[config.mk]
export PLATFORM = sky130hd
export DESIGN_NAME = scurve_usb_framer
export DESIGN_NICKNAME = d
export VERILOG_FILES = /design/src/rtl/scurve_usb_framer.sv
export SDC_FILE = /design/constraint.sdc
export NUM_CORES = 1
export LEC_CHECK = 0
export BUFFER_PORTS_ARGS = -buffer_cell sky130_fd_sc_hd__buf_2
export CAP_MARGIN = 5
export CORE_MARGIN = 3
export CORE_UTILIZATION = 46
export CTS_BUF_LIST = sky130_fd_sc_hd__clkbuf_16
export CTS_CLUSTER_DIAMETER = 100
export CTS_CLUSTER_SIZE = 28
export DETAILED_ROUTE_END_ITERATION = 12
export GPL_ROUTABILITY_DRIVEN = 0
export PLACE_DENSITY = 0.62
export SLEW_MARGIN = 20
export SYNTH_ARGS = -nofsm -noshare
export SYNTH_HDL_FRONTEND = slang
export SYNTH_SLANG_ARGS = --single-unit
[constraint.sdc]
create_clock -name Clk -period 3.39 [get_ports Clk]
set_clock_uncertainty 0.05 [all_clocks]
set_input_delay 0.1695 -clock Clk [delete_from_list [all_inputs] [get_ports Clk]]
set_output_delay 0.1695 -clock Clk [all_outputs]
set_load 0.02 [all_outputs]
[src/rtl/scurve_usb_framer.sv]
// S-curve USB framer: buffers upstream words and emits header/seq/payload/[checksum]/trailer frames.
// Optional feature macro: SCURVE_FRAME_CHECKSUM_EN inserts an XOR checksum word before the trailer.
module scurve_usb_framer #(
  parameter int FRAME_LEN  = 64,
  parameter int FIFO_DEPTH = 16
) (
  input  logic        Clk,
  input  logic        reset,
  input  logic        in_wr_en,
  input  logic [15:0] in_din,
  input  logic        flush,
  input  logic        usb_data_fifo_full,
  output logic        usb_data_fifo_wr_en,
  output logic [15:0] usb_data_fifo_wr_din,
  output logic        in_full,
  output logic        overflow,
  output logic        frame_done,
  output logic        busy
);
  localparam int          AW    = $clog2(FIFO_DEPTH);
  localparam logic [11:0] LEN   = 12'(FRAME_LEN);
  localparam logic [AW:0] DEPTH = (AW+1)'(FIFO_DEPTH);

  typedef enum logic [2:0] {
    S_IDLE = 3'd0,
    S_HDR  = 3'd1,
    S_SEQ  = 3'd2,
    S_DATA = 3'd3,
    S_CSUM = 3'd4,
    S_TRL  = 3'd5
  } state_t;

`ifdef SCURVE_FRAME_CHECKSUM_EN
  localparam state_t S_CLOSE = S_CSUM;
`else
  localparam state_t S_CLOSE = S_TRL;
`endif

  logic [15:0] r_mem [FIFO_DEPTH];
  logic [AW:0] r_wptr;
  logic [AW:0] r_rptr;
  logic        r_overflow;
  state_t      r_state;
  state_t      w_state_nxt;
  logic [15:0] r_seq;
  logic [11:0] r_count;
  logic [15:0] r_csum;
  logic [AW:0] w_level;
  logic        w_empty;
  logic        w_full;
  logic        w_push;
  logic        w_pop;
  logic [15:0] w_head;
  logic        w_valid;
  logic [15:0] w_din;

  assign w_level = r_wptr - r_rptr;
  assign w_empty = (w_level == {(AW+1){1'b0}});
  assign w_full  = (w_level == DEPTH);
  assign w_push  = in_wr_en & ~w_full & ~reset;
  assign w_pop   = (r_state == S_DATA) & usb_data_fifo_wr_en;
  assign w_head  = r_mem[r_rptr[AW-1:0]];

  // Buffer pointers and sticky drop flag; a full buffer drops even if a pop frees a slot this cycle.
  always_ff @(posedge Clk) begin
    if (reset) begin
      r_wptr     <= '0;
      r_rptr     <= '0;
      r_overflow <= 1'b0;
    end else begin
      if (w_push) r_wptr <= r_wptr + 1'b1;
      if (w_pop)  r_rptr <= r_rptr + 1'b1;
      if (in_wr_en && w_full) r_overflow <= 1'b1;
    end
  end

  // Buffer storage.
  always_ff @(posedge Clk) begin
    if (w_push) r_mem[r_wptr[AW-1:0]] <= in_din;
  end

  // State register.
  always_ff @(posedge Clk) begin
    if (reset) r_state <= S_IDLE;
    else       r_state <= w_state_nxt;
  end

  // Next state: the same-cycle push lets the header go out one cycle after the first word lands.
  always_comb begin
    w_state_nxt = r_state;
    case (r_state)
      S_IDLE: if (!w_empty || w_push)       w_state_nxt = S_HDR;  else w_state_nxt = S_IDLE;
      S_HDR:  if (usb_data_fifo_wr_en)      w_state_nxt = S_SEQ;  else w_state_nxt = S_HDR;
      S_SEQ:  if (usb_data_fifo_wr_en)      w_state_nxt = S_DATA; else w_state_nxt = S_SEQ;
      S_DATA: begin
        if (usb_data_fifo_wr_en) begin
          if (r_count + 12'd1 == LEN) w_state_nxt = S_CLOSE;
          else                        w_state_nxt = S_DATA;
        end else if (w_empty && flush && (r_count != 12'd0)) begin
          w_state_nxt = S_CLOSE;
        end else begin
          w_state_nxt = S_DATA;
        end
      end
      S_CSUM: if (usb_data_fifo_wr_en)      w_state_nxt = S_TRL;  else w_state_nxt = S_CSUM;
      S_TRL:  if (usb_data_fifo_wr_en)      w_state_nxt = S_IDLE; else w_state_nxt = S_TRL;
      default: w_state_nxt = S_IDLE;
    endcase
  end

  // Emitted word and its validity per state.
  always_comb begin
    w_valid = 1'b0;
    w_din   = 16'h0000;
    case (r_state)
      S_HDR:  begin w_valid = 1'b1;     w_din = 16'h5343;         end
      S_SEQ:  begin w_valid = 1'b1;     w_din = r_seq;            end
      S_DATA: begin w_valid = ~w_empty; w_din = w_head;           end
      S_CSUM: begin w_valid = 1'b1;     w_din = r_csum;           end
      S_TRL:  begin w_valid = 1'b1;     w_din = {4'hE, r_count};  end
      default: begin w_valid = 1'b0;    w_din = 16'h0000;         end
    endcase
  end

  assign usb_data_fifo_wr_en  = w_valid & ~usb_data_fifo_full & ~reset;
  assign usb_data_fifo_wr_din = reset ? 16'h0000 : w_din;
  assign frame_done           = (r_state == S_TRL) & usb_data_fifo_wr_en;
  assign busy                 = (r_state != S_IDLE) & ~reset;
  assign in_full              = w_full & ~reset;
  assign overflow             = r_overflow;

  // Frame bookkeeping: payload count, running XOR and sequence number.
  always_ff @(posedge Clk) begin
    if (reset) begin
      r_seq   <= 16'h0000;
      r_count <= 12'd0;
      r_csum  <= 16'h0000;
    end else if (usb_data_fifo_wr_en) begin
      case (r_state)
        S_DATA: begin
          r_count <= r_count + 12'd1;
          r_csum  <= r_csum ^ w_head;
        end
        S_TRL: begin
          r_seq   <= r_seq + 16'd1;
          r_count <= 12'd0;
          r_csum  <= 16'h0000;
        end
        default: begin end
      endcase
    end
  end
endmodule

* After elaboration in Yosys (flattened, before gate mapping) *
Memory sizes are Yosys's and may differ from the RTL's. A register that Yosys moved wholly into a read port is not among the register bits.
Index checks and enable logic that the tools add are counted.

storage, ports and cells
  register bits = 58
  memory bits (writable) = 256
  bits of input ports = 21
  output and inout port bits = 21
  word-level logic and storage cells = 64
  memories = 1

memories
  name   words  width  rd ports  clocked after Yosys merged registers in  wr ports  RTL line  source
  r_mem  16     16     1         1                                        1         39        logic [15:0] r_mem [FIFO_DEPTH];

cells by class
  $add $sub $neg = 5
  equality and inequality tests = 7
  multiplexer cells = 18
  bitwise operators = 13
  reduce and logical (&&, ||, !) cells = 13

operators by type and width
  operator                                         count
  case mux 16 bit (5 select lines)                 1
  case mux 16 bit (2 select lines)                 1
  case mux 12 bit (2 select lines)                 1
  case mux 3 bit (6 select lines)                  1
  adder 16 x 1 -> 16 bit (second input constant)   1
  2-to-1 mux 16 bit                                1
  XOR 16 bit                                       1
  adder 12 x 1 -> 12 bit (second input constant)   1
  == test 12 x 7 -> 1 bit (second input constant)  1
  2-to-1 mux 3 bit                                 4
  nonzero test 12 bit                              1
  adder 5 x 1 -> 5 bit (second input constant)     2
  bitwise AND 1 bit                                8
  2-to-1 mux 4 bit                                 2
  == test 3 x 2 -> 1 bit (second input constant)   2
  == test 3 bit (second input constant)            2
  == test 5 bit (second input constant)            1
  zero test 5 bit                                  1
  2-to-1 mux 1 bit                                 5
  subtractor 5 bit                                 1
  inverter 1 bit                                   4
  AND reduction 2 bit                              2
  OR reduction 4 bit                               1
  == test 3 x 1 -> 1 bit (second input constant)   1
  other kinds (8)                                  10

* Logic depth before layout (Yosys ltp) *
Gate-level depths: netlist of run 1.

  depth after elaboration = 9
  depth in mapped cells = 10
  mapped depth without buffers = 8

* Least setup slack after synthesis of run 1 *
Ideal clock, no wire load.

  path type = register to register
  start point = register r_rptr[1]
  end point = memory r_mem[0][0] (enable)
  setup time = 0.409 ns
  data arrival time = 3.017 ns
  data required time = 2.931 ns
  setup slack = -0.086 ns
  cell stages (with the launch flop) = 9
  clock period less this slack = 3.476 ns
  cell sequence = dfxtp_1 -> inv_1 -> ha_1 -> nor2b_1 -> o211ai_1 -> nand3_1 -> a311oi_1 -> nand2_1 -> nor3_1

on the way
  word-level cells in the longest chain between the ends = 7

ends and longest elaborated chain
  item                                    RTL line  source
  from (decl)                             41        logic [AW:0] r_rptr;
  from (signal assigned)                  72        if (w_pop) r_rptr <= r_rptr + 1'b1;
  subtractor 5 bit                        57        assign w_level = r_wptr - r_rptr;
  == test 5 bit                           59        assign w_full = (w_level == DEPTH);
  inverter 1 bit                          60        assign w_push = in_wr_en & ~w_full & ~reset;
  bitwise AND 1 bit (2 in series)         60
  2-to-1 mux 1 bit                        79        if (w_push) r_mem[r_wptr[AW-1:0]] <= in_din;
  2-to-1 mux 1 bit (not written as such)  79
  to (decl)                               39

Every way passes these cells.

==> run summary, run 1 <==
sequential share of power - 61.1%
Buf/Inv on CP - 2
Hold Crit Endpoint - r_state[1]$_SDFF_PP0_
Worst Setup Start Kind - flop
most frequent cells in the layout - edfxtp_1, nand2_1, mux4_2
max-slew violation count - 0
Worst EP arrival - 2.94 ns
minimum clock period - 3.16 ns
RSZ-0062 raised after global routing - no
Power, Total - 0.00701 W
Syn Inst Count - 836
Slowest-stage cell, CP - dfxtp_2
Clock Power Share - 31.0%
I/O Pins - 42
CP required - 3.17 ns
dominant cell type by area after synthesis - edfxtp_1
Sequential cell area - 8930 sq um
Synthesized Nets - 869
Rel. slew slack - 42.9%
Lkg Pwr - 4.86 nW
net switching power - 0.00161 W
commonest non-fill, non-tap cell in the layout - edfxtp_1
# rows - 61
Die Y - 177 um
hold wc startpoint - flush
Total Routed Length - 29700 um
Post-synth EDFFs - 256
status - finished clean
largest cells by area after synthesis - edfxtp_1, mux4_2, dfxtp_1
cell-internal power - 0.00540 W
DRT iter0 DRCs - 773
Hold Worst Slack - 0.104 ns
final hold vios - 0
H-tree depth - 1
Max stage delay on crit path - 0.68 ns
FFs w/ async S/R, synth - 0%
vias in the first global route - 7275
Cell Area, Synth - 13400 sq um
Hold Crit Class - in2reg
hpwl dp - 18600 um
crit path cell chain - buf_12 -> mux4_2 -> mux4_2 -> a221oi_1 -> nor2_1 -> buf_2
Layout Nets - 942
r2r startpoint - r_wptr[1]$_SDFFE_PP0P_
routed vias - 7488
R2R setup slack - 0.48 ns
Fillers - 2308
Critical Setup Path Class - reg2out
Port Buffers - 41
number of synthesized register bits - 318
hold path cells - 4
DR pass1 iterations - 7
setup violators final - 0
core area - 28200 sq um
crit-path max FO - 23
initial core utilization - 47.4%
Crit path max-delay family - multiplexers
Max VDD drop - 0.000302 V
Ant. Diodes - 0
Comb pwr share - 8.0%
GRT busiest layer - met2
CTS clock-pin slew for the worst setup and hold paths - 0.11 ns
GR Util met2 - 31.8%
Final period util - 93.1%
sw frac - 23.0%
Final ANT Viol Nets - 0
Num CTS Buffers - 16
Total Routing Usage GR - 19.2%
die area - 31200 sq um
Synth top area share - 57.5%
WL per Instance - 23.0 um
Avg Inst Size Synth - 16.0 sq um
clock sink count - 318
initial antenna violation count - 1
power density over cell area - 468 nW/um^2
routed vias/inst - 5.80
total congestion overflow - 0
first-pass GRT wire length - 45500 um
Max Cap Viol - 0
measured slew at the worst slew-check pin - 0.854 ns
grt met1 use - 28.0%
width of the die - 177 um
Root Buffer - clkbuf_16
register area share after synthesis - 66.7%
largest net degree at the start of global routing - 41
routing usage on met3 - 2.19%
CP Capture Type - output port
Most used DFF post-synth - edfxtp_1
Ys Warns - 0
P&R area growth vs syn - 12.1%
later-pin clock latency in the skew report - 0.50 ns
area of the multi-input gates - 4230 sq um
Worst path most repeated cell - mux4_2
R2R depth - 9
Synth cell types - 64
Residual DRC - 0
CTS tree - built
max frequency - 317 MHz
TNS Setup - 0 ns
layout cells sized above 1 - 23.5%
Max Buffers Root-to-Sink - 3
RR Endpoint - r_mem[15][1]$_DFFE_PP_
## state kept, by name, indices dropped and copies added (netlist names), named ones only
signal and flops:
r_count 12, r_wptr 5, overflow 1, r_mem 256, r_state 3, r_csum 16
r_seq 16, r_rptr 5
## worst min-delay path, cell delays in order
cell and delay, ns:
buf_2 0.08, o311a_1 0.17, a211oi_1 0.07, o2bb2ai_1 0.11
## power by group through the flow
stage	clock (W)	sequential (W)	combinational (W)
after CTS	0.00226	0.00428	0.000554
after global placement	0	0.00437	0.000530
after floorplan	0	0.00436	0.000352
after global routing	0.00238	0.00429	0.000609
after detailed placement	0	0.00437	0.000532
final	0.00217	0.00428	0.000559
## stage by stage
step,setup WS [ns],instances,utilization [%],cell area (sq um)
finish,0.233,1292,53.1,15000
global route,0.0595,1292,53.1,15000
CTS,0.123,1284,52.9,14900
detailed placement,0.526,1242,50.4,14200
global placement,0.536,1242,50.4,14200
floorplan,0.335,836,-,13400
## timing repair
| action | CTS | global route |
|---|---|---|
| pin swaps | 0 | 0 |
| hold buffers | 18 | 0 |
| setup endpoints to repair | 5 | 1 |
| setup buffers | 1 | 8 |
| gates resized for setup | 0 | 0 |
| hold endpoints to repair | 262 | 0 |
## logic make-up (layout without fill, tap and decap cells)
family | count (synthesis) | count (layout) | share of synthesized area (%)
flops | 318 | 318 | 66.7
fa+ha+maj | 12 | 12 | 1.12
xor+xnor | 24 | 24 | 1.57
simple gates | 203 | 203 | 7.01
buf+inv | 63 | 141 | 2.25
mux | 104 | 104 | 15.6
compound gates | 112 | 112 | 5.74
## worst max-delay path by stage
stage / startpoint / slack, ns / endpoint / cells past startpoint
2_1_floorplan: r_rptr[1]$_SDFFE_PP0P_ / 0.33 / r_mem[12][0]$_DFFE_PP_ / 8
3_3_place_gp: flop / 0.54 / usb_data_fifo_wr_din[8] / 6
3_5_place_dp: r_rptr[1]$_SDFFE_PP0P_ / 0.53 / r_mem[2][15]$_DFFE_PP_ / 10
4_1_cts: flop / 0.12 / usb_data_fifo_wr_din[0] / 6
5_1_grt: flop / 0.06 / usb_data_fifo_wr_din[8] / 6
6_report: flop / 0.23 / usb_data_fifo_wr_din[1] / 6
## layer usage
metal / up-vias / part of all wire (%)
met5: - / 0.044
met2: 194 / 49
met4: 2 / 2.1
met3: 36 / 4.3
met1: 3832 / 45
li1: 3424 / -
## Yosys cell counts (all sizes together), types with 4 or more instances
library cell,instances
dfxtp,62
mux4,80
mux2,8
clkbuf,25
edfxtp,256
or3,8
nor2,64
xnor2,11
mux2i,16
a211oi,4
nand2,73
nor3,11
nand2b,6
and3,6
a222oi,7
buf,26
o21ai,21
nand4,10
a21oi,26
ha,12
nand4b,4
nand3,10
inv,12
a31oi,15
a21o,5
a221oi,6
xor2,13
## layout make-up
type / instances / share of cell area [%]
inverter: 12 / 0.300
clock inverter: 6 / 0.409
timing repair buffer: 106 / 5.56
tap: 378 / 3.15
multi-input combinational: 455 / 28.2
clock buffer: 17 / 2.84
sequential: 318 / 59.6
No activity file was read; power rests on OpenSTA's default activity.
==> run 2: changes to the inputs <==
REMOVE_ABC_BUFFERS = 1   (was default)
==> run 2 against run 1 <==
Worst hold slack worse by 0.10 ns. Critical path depth stayed put. Highest routed layer is now met4. Non-clock buffer count is 11 lower. Sequential power is essentially flat. Global-route usage shrank 0.16 points. Critical endpoint is now usb_data_fifo_wr_din[6].
==> run summary, run 2 (synthesized netlist as in run 1, its figures left out) <==
Port Buffers - 41 (unchanged)
Worst EP arrival - 2.98 ns (+0.04 ns)
Final period util - 94.4% (+1.3 points)
routed vias - 7427 (-0.81%)
setup violators final - 0 (unchanged)
Total Routed Length - 29400 um (-0.86%)
initial core utilization - 47.4% (unchanged)
Power, Total - 0.00683 W (-2.6%)
Ant. Diodes - 0 (unchanged)
Max Cap Viol - 0 (unchanged)
commonest non-fill, non-tap cell in the layout - edfxtp_1
post-route cell area - 14800 sq um (-1.6%)
width of the die - 177 um (unchanged)
status - finished clean
max frequency - 312 MHz (-1.4%)
layout cells sized above 1 - 22.6% (-0.88 points)
CTS tree - built
final hold vios - 0 (unchanged)
Layout Nets - 930 (-1.3%)
cell-internal power - 0.00528 W (-2.3%)
Met2 Wirelength - 14500 um (+0.63%)
H-tree depth - 1 (unchanged)
max reg flops - 256 (unchanged)
P&R area growth vs syn - 10.4%
net switching power - 0.00155 W (-3.7%)
first-pass GRT wire length - 45300 um (-0.44%)
Root Buffer - clkbuf_16
top layer in use - met4
DR pass1 iterations - 5 (-2)
CP Capture Type - output port
Sequential cell area - 8930 sq um (unchanged)
pre-CTS setup slack - 0.539 ns (+0.0127 ns)
RSZ-0062 raised after global routing - no
Max Buffers Root-to-Sink - 3 (unchanged)
crit path cell chain - buf_12 -> mux4_1 -> mux4_2 -> a221oi_1 -> nor2_1 -> buf_2
Max stage delay on crit path - 0.56 ns (-0.12 ns)
Max VDD drop - 0.000389 V (+29%)
# rows - 61 (unchanged)
minimum clock period - 3.20 ns (+0.0438 ns)
later-pin clock latency in the skew report - 0.51 ns (about the same)
setup ws final - 0.189 ns (-0.0438 ns)
die area - 31200 sq um (unchanged)
measured slew at the worst slew-check pin - 0.954 ns (+0.0999 ns)
hpwl dp - 19200 um (+2.9%)
max-slew violation count - 0 (unchanged)
Total Routing Usage GR - 19.1% (-0.16 points)
most frequent cells in the layout - edfxtp_1, nand2_1, mux4_2
area of the multi-input gates - 4200 sq um (-0.59%)
Num CTS Buffers - 15 (-1)
core area - 28200 sq um (unchanged)
power density over cell area - 463 nW/um^2 (-1.1%)
routed vias/inst - 5.81 (+0.19%)
Fillers - 2313 (+0.22%)
WL per Instance - 23.0 um (+0.14%)
CP required - 3.17 ns (about the same)
Hold Worst Slack - 0.00266 ns (-0.102 ns)
CTS clock-pin slew for the worst setup and hold paths - 0.10 ns (about the same)
Residual DRC - 0 (unchanged)
crit-path max FO - 18 (-22%)
vias in the first global route - 7482 (+2.8%)
initial antenna violation count - 0 (-1)
largest net degree at the start of global routing - 46 (+12%)
Rel. slew slack - 36.4% (-6.5 points)
Hold Crit Class - in2reg
DRT iter0 DRCs - 716 (-7.4%)
Comb pwr share - 8.1% (about the same)
Die Y - 177 um (unchanged)
# Post-CTS Setup Buffers - 0 (-1)
total congestion overflow - 0 (unchanged)
Critical Setup Path Class - reg2out
Clock Power Share - 29.1% (-1.9 points)
clock sink count - 318 (unchanged)
I/O Pins - 42 (unchanged)
DP Area - 14200 sq um (-0.39%)
Worst Setup Start Kind - flop
sequential share of power - 62.8% (+1.7 points)
Routed met3 length - 1260 um (-0.55%)
Slowest-stage cell, CP - mux4_1
sw frac - 22.7% (-0.25 points)
Final Core Density - 52.3% (-0.84 points)
Lkg Pwr - 4.78 nW (-1.6%)
Final ANT Viol Nets - 0 (unchanged)
met1 WL - 13000 um (-3.0%)
[run 2: cell types whose count changed in the layout (fill, tap and decap cells not counted), sizes merged]
cell	delta
buf	-8
clkbuf	-2
clkinv	+1
clkinvlp	-1
dlygate4sd3	-3
[run 2: worst paths after layout]
kind	startpoint	to	slack (ns)	cells after the start
min reg2reg	r_csum[15]$_SDFFE_PP0P_	r_csum[15]$_SDFFE_PP0P_	0.42	1
max reg2reg	r_wptr[3]$_SDFFE_PP0P_	r_mem[12][2]$_DFFE_PP_	0.49	8
min	in_din[11]	r_mem[1][11]$_DFFE_PP_	0.003	1
max	flop	usb_data_fifo_wr_din[6]	0.19	6
[run 2: final cells by class]
type | count | area share (%)
clock buffer | 15 | 2.54
clock inverter | 6 | 0.288
inverter | 12 | 0.305
multi-input combinational | 455 | 28.5
sequential | 318 | 60.5
tap | 378 | 3.20
timing repair buffer | 95 | 4.67
[run 2: power by group through the flow]
| stage | clock (W) | combinational (W) | sequential [W] |
|---|---|---|---|
| after floorplan | 0 | 0.000297 | 0.00439 |
| after global placement | 0 | 0.000536 | 0.00438 |
| after detailed placement | 0 | 0.000538 | 0.00438 |
| after CTS | 0.00206 | 0.000554 | 0.00429 |
| after global routing | 0.00219 | 0.000605 | 0.00429 |
| final | 0.00199 | 0.000555 | 0.00429 |
[run 2: timing repair]
action,in CTS,in global routing
hold endpoints to repair,202,0
setup endpoints to repair,0,3
hold buffers,15,0
gates resized for setup,0,1
[run 2: metrics by stage]
stage	setup TNS [ns]	instances
floorplan	-36.74	785
global placement	0	1243
detailed placement	0	1243
CTS	0	1279
global route	0	1279
finish	0	1279
[run 2: critical path, delay by kind of cell, from the launching register on]
| family | cells | cell delay [ns] |
|---|---|---|
| compound gates | 1 | 0.39 |
| buf+inv | 2 | 0.42 |
| flops | 1 | 0.52 |
| mux | 2 | 1.08 |
| simple gates | 1 | 0.07 |
[run 2: routing by layer]
layer  vias to the layer above  track usage, %
li1                       3400               -
met1                      3799            27.2
met2                       187            31.7
met3                        41            2.41
met4                         0            4.65
met5                         -               0
==> run 3: changes to the inputs <==
--- a/config.mk
+++ b/config.mk
@@ -9,3 +9,2 @@
 export CAP_MARGIN = 5
-export CORE_MARGIN = 3
 export CORE_UTILIZATION = 46
--- a/constraint.sdc
+++ b/constraint.sdc
@@ -4,2 +4,2 @@
 set_output_delay 0.1695 -clock Clk [all_outputs]
-set_load 0.02 [all_outputs]
+set_load 0.01 [all_outputs]
==> run 3 against run 2 <==
Worst hold slack better by 0.097 ns. Total power is 0.66% higher. Core utilization is 0.11 points lower. Cell area is 1.1% higher. Combinational power is 3% lower. Maximum frequency is 1.2% higher. Largest cell class unchanged. Largest power group unchanged.
==> run summary, run 3 (synthesized netlist as in run 1, its figures left out) <==
hold path cells - 4 (+3)
Final ANT Viol Nets - 0 (unchanged)
CP Capture Type - output port
hold wc startpoint - flush
die area - 29800 sq um (-4.5%)
pre-CTS setup slack - 0.509 ns (-0.0302 ns)
DR pass1 iterations - 5 (unchanged)
R2R depth - 8 (unchanged)
TNS Setup - 0 ns (unchanged)
Fillers - 2328 (+0.65%)
Rel. slew slack - 38.4% (+2.0 points)
area of the multi-input gates - 4200 sq um (unchanged)
RR Endpoint - r_mem[6][4]$_DFFE_PP_
first-pass GRT wire length - 45100 um (-0.55%)
Crit path max-delay family - multiplexers
Lkg Pwr - 4.87 nW (+1.7%)
RSZ-0062 raised after global routing - no
CTS resizes - 0 (unchanged)
CTS tree - built
max-slew violation count - 0 (unchanged)
Total Routed Length - 29100 um (-1.1%)
crit-path max FO - 19 (+1)
power density over cell area - 460 nW/um^2 (-0.47%)
max reg flops - 256 (unchanged)
initial core utilization - 46.7% (-0.64 points)
crit path cell chain - buf_12 -> buf_12 -> mux4_2 -> mux4_2 -> a222oi_1 -> nor2_1 -> buf_2
DRT iter0 DRCs - 817 (+14%)
commonest non-fill, non-tap cell in the layout - edfxtp_1
Max Buffers Root-to-Sink - 3 (unchanged)
total congestion overflow - 0 (unchanged)
Total Routing Usage GR - 19.9% (+0.77 points)
setup ws final - 0.226 ns (+0.0373 ns)
routed vias - 7609 (+2.5%)
clock sink count - 318 (unchanged)
Num CTS Buffers - 15 (unchanged)
Worst Setup Start Kind - flop
Hold Crit Class - in2reg
core area - 28600 sq um (+1.4%)
Critical Setup Path Class - reg2out
r2r startpoint - r_wptr[3]$_SDFFE_PP0P_
Port Buffers - 41 (unchanged)
Root Buffer - clkbuf_16
measured slew at the worst slew-check pin - 0.924 ns (-0.0298 ns)
minimum clock period - 3.16 ns (-0.0373 ns)
Worst EP arrival - 2.94 ns (-0.04 ns)
Ant. Diodes - 0 (unchanged)
I/O Pins - 42 (unchanged)
Slowest-stage cell, CP - mux4_2
routed vias/inst - 5.86 (+0.87%)
later-pin clock latency in the skew report - 0.50 ns (about the same)
GR Util met2 - 33.3% (+1.6 points)
GRT busiest layer - met2
CP required - 3.17 ns (about the same)
Max stage delay on crit path - 0.58 ns (+0.02 ns)
Residual DRC - 0 (unchanged)
largest net degree at the start of global routing - 46 (unchanged)
WL per Instance - 22.4 um (-2.6%)
Max VDD drop - 0.000320 V (-18%)
Sequential cell area - 8930 sq um (unchanged)
Hold Crit Endpoint - r_state[1]$_SDFF_PP0_
hpwl dp - 18600 um (-2.8%)
Max Cap Viol - 0 (unchanged)
Die Y - 173 um (-2.3%)
R2R setup slack - 0.40 ns (-0.09 ns)
Layout Nets - 942 (+1.3%)
initial antenna violation count - 0 (unchanged)
# rows - 62 (+1.6%)
Final period util - 93.3% (-1.1 points)
CTS clock-pin slew for the worst setup and hold paths - 0.11 ns (about the same)
width of the die - 173 um (-2.3%)
P&R area growth vs syn - 11.6%
layout cells sized above 1 - 23.4% (+0.75 points)
status - finished clean
most frequent cells in the layout - edfxtp_1, nand2_1, mux4_2
CP Depth - 7 (+1)
vias in the first global route - 7394 (-1.2%)
setup violators final - 0 (unchanged)
grt met1 use - 27.6% (+0.47 points)
routing usage on met3 - 2.20% (-0.21 points)
final hold vios - 0 (unchanged)
H-tree depth - 1 (unchanged)
max frequency - 316 MHz (+1.2%)
Buf/Inv on CP - 3 (+1)
[run 3: cell types whose count changed in the layout (fill, tap and decap cells not counted), sizes merged]
cell | before | now
buf | 80 | 90
inv | 17 | 15
clkinv | 1 | 4
bufinv | 0 | 1
dlygate4sd3 | 15 | 17
[run 3: metal layers]
layer | part of all wire, % | vias up
met5 | 0 | -
met4 | 2.3 | 0
met3 | 4.2 | 42
met2 | 49 | 214
met1 | 44 | 3925
li1 | - | 3428
[run 3: how the worst max path moves through the flow]
stage | from | to | slack, ns
floorplan | flop | usb_data_fifo_wr_din[14] | -1.13
global placement | r_wptr[3]$_SDFFE_PP0P_ | r_mem[4][10]$_DFFE_PP_ | 0.57
detailed placement | r_wptr[3]$_SDFFE_PP0P_ | r_mem[6][4]$_DFFE_PP_ | 0.51
CTS | flop | usb_data_fifo_wr_din[5] | 0.04
global route | flop | usb_data_fifo_wr_din[5] | 0.12
finish | flop | usb_data_fifo_wr_din[5] | 0.23
[run 3: power breakdown]
group	switching, W	internal [W]	total [W]
combinational	0.000341	0.000199	0.000540
sequential	0.0000264	0.00425	0.00428
clock	0.00116	0.000896	0.00206
[run 3: final cells by class]
type	count	share of cell area, %
inverters	12	0.302
flip-flops and latches	318	59.8
repair buffers	107	5.56
well taps	384	3.22
multi-input cells	455	28.2
clock buffers	15	2.51
clock inverters	8	0.419
[run 3: per-stage QoR]
| step | hold WS, ns | std cells | power, W | util, % | cell area (sq um) |
|---|---|---|---|---|---|
| 5_1_grt | 0.114 | 1299 | 0.00712 | 52.2 | 14900 |
| 3_3_place_gp | 0.395 | 1251 | 0.00488 | 49.7 | 14200 |
| 3_5_place_dp | 0.404 | 1251 | 0.00488 | 49.7 | 14200 |
| 4_1_cts | 0.0698 | 1291 | 0.00693 | 51.9 | 14800 |
| 2_1_floorplan | 0.189 | 785 | 0.00467 | - | 13100 |
| 6_report | 0.0999 | 1299 | 0.00687 | 52.2 | 14900 |
[run 3: worst min-delay path: stages]
cell	delay [ns]
buf_2	0.07
o311a_1	0.17
a211oi_1	0.08
o2bb2ai_1	0.12
[run 3: timing repair]
action / 4_1_cts / 5_1_grt
hold buffers: 17 / 0
endpoints found under the hold margin: 246 / 0
setup endpoints to repair: 0 / 10
setup buffers: 0 / 8
